### src/rtl/in_bus_conditioner.sv
// in_bus_conditioner: synchronises raw switches and button, debounces the
// button and builds the processor in_bus = {btn_level, switch data}.
//
// Parameters:
//   InBusSz        total in_bus width (MSB = button, rest = switches)
//   SyncStages     synchroniser depth per raw input bit (>= 2)
//   DebounceCycles consecutive disagreeing cycles before level changes
// Ports:
//   clk          system clock
//   n_reset      synchronous active-low reset
//   raw_sw       asynchronous switch inputs
//   raw_btn      asynchronous bouncing button, 1 = pressed
//   in_bus       {btn_level, data} to the processor
//   btn_level    debounced button level
//   btn_press    one-cycle pulse on debounced 0->1
//   btn_release  one-cycle pulse on debounced 1->0
// Build option:
//   IN_BUS_HOLD_EN  switch data is latched on each debounced press
//                   instead of being passed through live.

module in_bus_conditioner #(
  parameter int InBusSz        = 10,
  parameter int SyncStages     = 2,
  parameter int DebounceCycles = 16
) (
  input  logic               clk,
  input  logic               n_reset,
  input  logic [InBusSz-2:0] raw_sw,
  input  logic               raw_btn,
  output logic [InBusSz-1:0] in_bus,
  output logic               btn_level,
  output logic               btn_press,
  output logic               btn_release
);

  localparam int DataSz = InBusSz - 1;
  localparam int CntSz  =
    (DebounceCycles > 1) ? $clog2(DebounceCycles) : 1;
  localparam logic [CntSz-1:0] CntMax =
    CntSz'(DebounceCycles - 1);

  logic [SyncStages-1:0] r_btn_sync;
  logic [DataSz-1:0]     r_sw_sync [SyncStages];

  logic              w_sync_btn;
  logic [DataSz-1:0] w_sync_sw;
  logic [DataSz-1:0] w_data;

  logic [CntSz-1:0] r_cnt;
  logic             r_level;
  logic             r_press;
  logic             r_release;

  logic w_mismatch;
  logic w_expire;

  // Synchroniser chains, stage 0 samples the raw pins.
  always_ff @(posedge clk) begin
    if (!n_reset) begin
      r_btn_sync <= '0;
      for (int i = 0; i < SyncStages; i++) begin
        r_sw_sync[i] <= '0;
      end
    end else begin
      r_btn_sync <= {r_btn_sync[SyncStages-2:0], raw_btn};
      r_sw_sync[0] <= raw_sw;
      for (int i = 1; i < SyncStages; i++) begin
        r_sw_sync[i] <= r_sw_sync[i-1];
      end
    end
  end

  assign w_sync_btn = r_btn_sync[SyncStages-1];
  assign w_sync_sw  = r_sw_sync[SyncStages-1];

  // A level change only happens once the disagreement has
  // survived the full window; any agreement restarts it.
  always_comb begin
    w_mismatch = 1'b0;
    w_expire   = 1'b0;
    w_mismatch = (w_sync_btn != r_level);
    w_expire   = w_mismatch && (r_cnt == CntMax);
  end

  always_ff @(posedge clk) begin
    if (!n_reset) begin
      r_cnt     <= '0;
      r_level   <= 1'b0;
      r_press   <= 1'b0;
      r_release <= 1'b0;
    end else begin
      r_press   <= w_expire &  w_sync_btn;
      r_release <= w_expire & ~w_sync_btn;
      if (!w_mismatch) begin
        r_cnt <= '0;
      end else if (w_expire) begin
        r_level <= w_sync_btn;
        r_cnt   <= '0;
      end else begin
        r_cnt <= r_cnt + 1'b1;
      end
    end
  end

`ifdef IN_BUS_HOLD_EN
  logic [DataSz-1:0] r_hold;

  // Captures the switches on the same edge the level rises.
  always_ff @(posedge clk) begin
    if (!n_reset) begin
      r_hold <= '0;
    end else if (w_expire && w_sync_btn) begin
      r_hold <= w_sync_sw;
    end
  end

  assign w_data = r_hold;
`else
  assign w_data = w_sync_sw;
`endif

  assign in_bus      = {r_level, w_data};
  assign btn_level   = r_level;
  assign btn_press   = r_press;
  assign btn_release = r_release;

endmodule

### config.mk
export PLATFORM = sky130hd
export DESIGN_NAME = in_bus_conditioner
export DESIGN_NICKNAME = d
export VERILOG_FILES = /design/src/rtl/in_bus_conditioner.sv
export SDC_FILE = /design/constraint.sdc
export NUM_CORES = 1
export LEC_CHECK = 0
export BUFFER_PORTS_ARGS = -buffer_cell sky130_fd_sc_hd__clkbuf_2
export CORE_MARGIN = 10
export CORE_UTILIZATION = 48
export CTS_BUF_LIST = sky130_fd_sc_hd__clkbuf_16
export DETAILED_ROUTE_END_ITERATION = 6
export PLACE_DENSITY = 0.73
export SKIP_LAST_GASP = 1
export SYNTH_ARGS = -nofsm -noshare
export SYNTH_HDL_FRONTEND = slang
export SYNTH_SLANG_ARGS = --single-unit
### constraint.sdc
create_clock -name clk -period 1.4 [get_ports clk]
set_clock_uncertainty 0.05 [all_clocks]
set_input_delay 0.28 -clock clk [delete_from_list [all_inputs] [get_ports clk]]
set_output_delay 0.28 -clock clk [all_outputs]
set_load 0.05 [all_outputs]
== Word level (Yosys, flattened, before mapping) ==
Memories as Yosys holds them, arrays and structs flattened.
Cells that the tools add are included.

* Output and inout bits: 13
* Memories: 1
* Logic and storage cells: 23
* Register bits after elaboration: 9
* Bits in writable memories: 18

{| class="wikitable"
|+ Memory list
! memory !! depth !! width !! read ports !! clocked after Yosys merged registers in !! write ports !! line !! source
|-
| r_sw_sync || 2 || 9 || 2 || 0 || 2 || 43 || <nowiki>logic [DataSz-1:0] r_sw_sync [SyncStages];</nowiki>
|}

* Equality and inequality tests: 2
* Bitwise gates (word level): 7
* Mux-type cells: 4
* Reduce and logical (&&, ||, !) cells: 3
* Add/sub/neg operators: 1

{| class="wikitable"
|+ Operator list
! cell !! number
|-
| $mux W9 || 2
|-
| $add A4 B1 Y4 const B || 1
|-
| $eq A4 B4 Y1 const B || 1
|-
| $not A1 Y1 || 3
|-
| $reduce_or A3 Y1 || 1
|-
| $and A1 B1 Y1 || 2
|-
| $mux W1 || 2
|-
| $or A1 B1 Y1 || 2
|-
| $reduce_and A2 Y1 || 1
|-
| $logic_and A1 B1 Y1 || 1
|-
| $ne A1 B1 Y1 || 1
|}

== Logic depth before layout (Yosys ltp) ==
Gate-level depths: netlist (run 1).

* Depth in word-level cells: 3
* Depth in mapped cells: 4
* Mapped depth without buffers: 4

== Worst setup path before layout (run 1) ==
Ideal clock, no wire load.

* Path kind: flip-flop to output port
* Start: reg r_level, in the netlist btn_level
* End: out in_bus[9]
* Arrival time: 0.980 ns
* Buffers on the path: 1
* Setup slack: 0.090 ns
* Cell stages (with the launch flop): 2
* Cell sequence: dfxtp_1 > buf_4

{| class="wikitable"
|+ RTL lines
! element !! line !! source
|-
| from (decl) || 50 || <nowiki>logic r_level;</nowiki>
|-
| from (signal assigned) || 97 || <nowiki>r_level <= w_sync_btn;</nowiki>
|-
| to (decl) || 30 || <nowiki>output logic [InBusSz-1:0] in_bus,</nowiki>
|}

No word-level cell between the ends.

== Worst setup path in the final report (run 1) ==
* Start: reg r_level, in the netlist btn_level
* End: out in_bus[9]

No word-level cell between the ends.

==> flow_summary.toml, run 1 <==
[run_status]
outcome = "completed"

[yosys]
synth_area_um2 = 862
ys_ff_latch = 27
syn_avg_cell_area_um2 = 11.3
yosysUniqueCellTypes = 14
synth_top_cell_by_area = "dfxtp_1"
synth-edff-count = 0
ys_seq_area_share_pct = 62.7
synth.most_common_cell = "dfxtp_1"
synth_top_area_share_pct = 62.7
synthFlopType = "dfxtp_1"
syn-num-nets = 89
async_flop_share_pct = 0
synthTopCellsByCount = "dfxtp_1, and2_1, buf_4"
synthTopCellsByArea = "dfxtp_1, and2_1, buf_4"
synthCells = 76
yosysWarnings = 0

[global_routing]
grt-ovfl-total = 0
grt_pass1_vias = 537
grt_pass1_wl_um = 2440
track_usage_pct = 8.12
grt_max_degree = 16
antenna_found_initial = 0

[floorplan]
die_height_um = 62.4
fp.dieW_um = 62.4
num_rows = 15
io_pins = 25
die-area_mm2 = 0.00389
start_util_pct = 50.5
core_mm2 = 0.00171

[route]
vias_per_cell = 4.12
drt_iter0_markers = 10
wl_per_cell_um = 12.0
dr.pass1.iters = 4
routed_wl_um = 1420
drc_errors = 0
vias = 486
drt.antenna.violating_nets = 0

[critical_path]
cp.arrival_ns = 1.00
end_kind = "primary output"
cp_top_family = "flip-flops"
crit_chain = "clkbuf_2"
critical_path_required_ns = 1.07
worstSetupPathType = "flop to primary output"
rrSetupSlack_ns = 0.28
crit_slowest_cell = "dfxtp_1"
startpoint_type = "flop"
cp_max_fo = 6
path_buf_inv = 1
cpPeakStageDelay_ns = 0.43

[sta]
fin_crit_ns = 1.33
relSlewSlack_pct = 80.9
slew_viol_final = 0
fin_crit_sh_pct = 95.3
finalSetupViolCount = 0
fmax_ghz = 0.750
setup-tns-final_ns = 0
whs_ns = 0.173
hold_viol = 0
rsz0062_at_grt = "false"
tightest_slew_ns = 0.288

[clocking]
post_cts_buffers = 0
h-tree-depth = 1
cts.path.max_buffers = 2
cts_made_buffers = 3
clkLatencyLatePin_ns = 0.26
hold_buffers = 0
clk_pin_slew_ns = 0.06
cts_root_buf = "clkbuf_16"
cts.repair.resized = 0
cts.sinks = 27
cts_tree = "built"

[pwr]
p_sw_share_pct = 20.6
p_int_uw = 1210
p_leak_uw = 0.000485
switchingPower_uw = 315
power_density_mw_per_mm2 = 1500
finalPower_uw = 1530
seqPwrFrac_pct = 52.5
ir_worst_vdd_mv = 0.717
comb_power_share_pct = 5.9
p_clk_share_pct = 41.6

[place]
placed_area_um2 = 938
hpwl_um = 1020
gp_congestion = 0.819
io_buffers = 24

[final_layout]
fill_cells = 156
antenna_cells = 0
nNetsFinal = 107
drive_above_1_share_pct = 32.3
synthToLayoutAreaGrowth_pct = 18.1
design_area_mm2 = 0.00102
final_util_pct = 59.6

[run]
maxCapViolCount = 0

[hold_path]
min_path_type = "input port to flop"
## cells in the final DEF (no fill, tap or decap)
| master | netlist | layout |
|---|---|---|
| clkinv_2 | 0 | 1 |
| nand3_1 | 3 | 3 |
| and2_1 | 20 | 20 |
| ha_1 | 1 | 1 |
| nor3b_1 | 2 | 2 |
| clkbuf_16 | 0 | 3 |
| dfxtp_1 | 27 | 27 |
| nand4_1 | 1 | 1 |
| inv_1 | 1 | 1 |
| nor2b_1 | 1 | 1 |
| nor2_1 | 3 | 3 |
| clkbuf_2 | 0 | 24 |
| buf_4 | 10 | 1 |
| and3_2 | 1 | 1 |
| xor2_1 | 3 | 3 |
| mux2i_1 | 1 | 1 |
## power groups by stage
stage          clock (uW)  combinational [uW]  sequential (uW)
2_1_floorplan           0                75.5              818
3_3_place_gp            0                90.2              819
3_5_place_dp            0                91.5              820
4_1_cts               654                92.3              803
5_1_grt               682                99.0              806
6_report              636                90.8              803
## final timing paths
kind | startpoint | end | cells after the start
worst min register to register | r_sw_sync[0][3]$_SDFF_PN0_ | r_sw_sync[0][12]$_SDFF_PN0_ | 1
worst max-delay path | btn_level$_SDFFE_PN0P_ | in_bus[9] | 1
worst max register to register | r_cnt[0]$_SDFF_PP0_ | btn_level$_SDFFE_PN0P_ | 4
worst min-delay path | raw_sw[5] | r_sw_sync[0][5]$_SDFF_PN0_ | 2
## final cells by class
type / count / area (um2) / area share, %
Clock buffer: 3 / 75.1 / 7.37
Clock inverter: 1 / 5.00 / 0.491
Inverter: 1 / 3.75 / 0.369
Multi-Input combinational cell: 36 / 235 / 23.1
Sequential cell: 27 / 541 / 53.1
Tap cell: 25 / 31.3 / 3.07
Timing Repair Buffer: 25 / 128 / 12.5
## registers in the layout, indices dropped and copies added (netlist names)
signal / cells
btn_press: 1
r_btn_sync: 2
btn_level: 1
btn_release: 1
r_sw_sync: 18
r_cnt: 4
## routing by layer
metal  track usage [%]  part of all wire, %  wire length (um)
met5                 0                    0                 0
met4              7.54                  3.4                48
met3              3.41                  7.0                99
met2              14.1                   51               719
met1              6.83                   39               548
## logic make-up (layout without fill, tap and decap cells)
family	count (synthesis)	in the layout	share of synthesized area, %
flip-flops	27	27	62.7
buffers and inverters	13	30	10.0
multiplexers	1	1	1.16
adder cells (fa/ha/maj)	1	1	1.45
AND/OR/NAND/NOR	31	31	21.6
XOR/XNOR	3	3	3.05
## metrics by stage
stage | setup slack, ns | instances
after floorplan | 0.0900 | 76
after global placement | 0.340 | 114
after detailed placement | 0.313 | 114
after CTS | 0.0499 | 118
after global routing | 0.00851 | 118
final | 0.0659 | 118
No activity file was read; power rests on OpenSTA's default activity.
==> run 2, diff against run 1 <==
- BUFFER_PORTS_ARGS: -buffer_cell sky130_fd_sc_hd__clkbuf_2 -> -buffer_cell sky130_fd_sc_hd__buf_2
==> run 2 against run 1 <==
- non-clock buffer count unchanged
- clock power decreased by 3%
- highest routed layer unchanged
- combinational power shrank 0.7%
- critical path depth is the same
- largest cell class unchanged
- flip-flop and latch count is the same
==> flow_summary.toml, run 2 (synthesized netlist as in run 1, its figures left out) <==
[pwr]
comb_power_share_pct = 6.0
power_density_mw_per_mm2 = 1490
seqPwrFrac_pct = 53.1
p_leak_uw = 0.000492
switchingPower_uw = 299
p_clk_share_pct = 41.0
p_sw_share_pct = 19.8
p_int_uw = 1210
ir_worst_vdd_mv = 0.759

[final_layout]
design_area_mm2 = 0.00102
drive_above_1_share_pct = 32.3
synthToLayoutAreaGrowth_pct = 18.1
nNetsFinal = 107
top_regs = "r_sw_sync x18, r_cnt x4, r_btn_sync x2"
final_common_cell = "dfxtp_1"
final_util_pct = 59.6
antenna_cells = 0
largest_reg_flops = 18
finalNonFillerCells = 118
final_cell_mix = "dfxtp_1, buf_2, and2_1"
regMostFlops = "r_sw_sync"

[clocking]
post_cts_buffers = 0
cts.repair.resized = 0
clkLatencyLatePin_ns = 0.26
cts_made_buffers = 3
clk_pin_slew_ns = 0.06
h-tree-depth = 1
hold_buffers = 0
cts_root_buf = "clkbuf_16"
cts_tree = "built"
cts.sinks = 27
cts.path.max_buffers = 2

[sta]
slew_viol_final = 0
tightest_slew_ns = 0.253
fmax_ghz = 0.766
relSlewSlack_pct = 83.2
finalSetupViolCount = 0
fin_crit_ns = 1.31
fin_crit_sh_pct = 93.2
worst_slack_ns = 0.0948
hold_viol = 0
setup-tns-final_ns = 0
rsz0062_at_grt = "false"

[global_routing]
grt_pass1_wl_um = 2290
grt-ovfl-total = 0
antenna_found_initial = 0
grt_max_degree = 16
grt_pass1_vias = 522
track_usage_pct = 7.61

[floorplan]
start_util_pct = 50.5
num_rows = 15
io_pins = 25
core_mm2 = 0.00171
die_height_um = 62.4
die-area_mm2 = 0.00389
fp.dieW_um = 62.4

[run_status]
outcome = "completed"

[critical_path]
reg2reg_depth = 4
critical_path_required_ns = 1.07
path_buf_inv = 1
crit_chain = "buf_2"
timing.rr.end = "btn_level$_SDFFE_PN0P_"
crit_slowest_cell = "dfxtp_1"
cp.arrival_ns = 0.98
reg2reg_from = "r_cnt[0]$_SDFF_PP0_"
cp_top_family = "flip-flops"
startpoint_type = "flop"
worstSetupPathType = "flop to primary output"
end_kind = "primary output"
cp_max_fo = 6
cpPeakStageDelay_ns = 0.42
rrSetupSlack_ns = 0.23

[place]
io_buffers = 24
pre_cts_slack_ns = 0.304
dp.cells = 114
gp_congestion = 0.746
hpwl_um = 1000
placed_area_um2 = 938

[hold_path]
min_to = "r_sw_sync[0][2]$_SDFF_PN0_"
min_path_type = "input port to flop"
hold_start = "raw_sw[2]"
worstHoldPathCells = 2

[route]
wl_per_cell_um = 11.5
drt_iter0_markers = 3
vias = 503
drt.antenna.violating_nets = 0
drc_errors = 0
dr.pass1.iters = 4
routed_wl_um = 1360
vias_per_cell = 4.26

[run]
maxCapViolCount = 0
[run 2: power groups by stage]
stage               Combinational, uW  Sequential, uW  Clock (uW)
finish                           90.2             803         620
floorplan                        75.5             818           0
detailed placement               91.3             820           0
global route                     99.2             806         680
global placement                 90.1             818           0
CTS                              91.7             803         646
[run 2: area by class of cell]
class | instances | area [um2]
Multi-Input combinational cell | 36 | 235
Timing Repair Buffer | 25 | 128
Sequential cell | 27 | 541
Clock buffer | 3 | 75.1
Clock inverter | 1 | 5.00
Tap cell | 25 | 31.3
Inverter | 1 | 3.75
Fill cell | 147 | 689
[run 2: worst max-delay path by stage]
stage                                      start                      to  cells past startpoint
after floorplan           btn_level$_SDFFE_PN0P_               in_bus[9]                      1
after global placement       r_cnt[0]$_SDFF_PP0_  btn_level$_SDFFE_PN0P_                      4
after detailed placement     r_cnt[0]$_SDFF_PP0_  btn_level$_SDFFE_PN0P_                      4
after CTS                 btn_level$_SDFFE_PN0P_               btn_level                      1
after global routing      btn_level$_SDFFE_PN0P_               btn_level                      1
final                     btn_level$_SDFFE_PN0P_               btn_level                      1
[run 2: per-layer routing]
layer / up-vias / routed length [um] / part of all wire [%] / global-route usage (%)
li1: 258 / - / - / -
met1: 220 / 497 / 37 / 6.51
met2: 23 / 719 / 53 / 12.7
met3: 2 / 117 / 8.6 / 3.41
met4: 0 / 27 / 2.0 / 7.54
met5: - / 0 / 0 / 0
[run 2: metrics by stage]
stage,hold WS [ns],total power [uW]
2_1_floorplan,0.357,894
3_3_place_gp,0.365,909
3_5_place_dp,0.369,911
4_1_cts,0.167,1540
5_1_grt,0.178,1590
6_report,0.175,1510
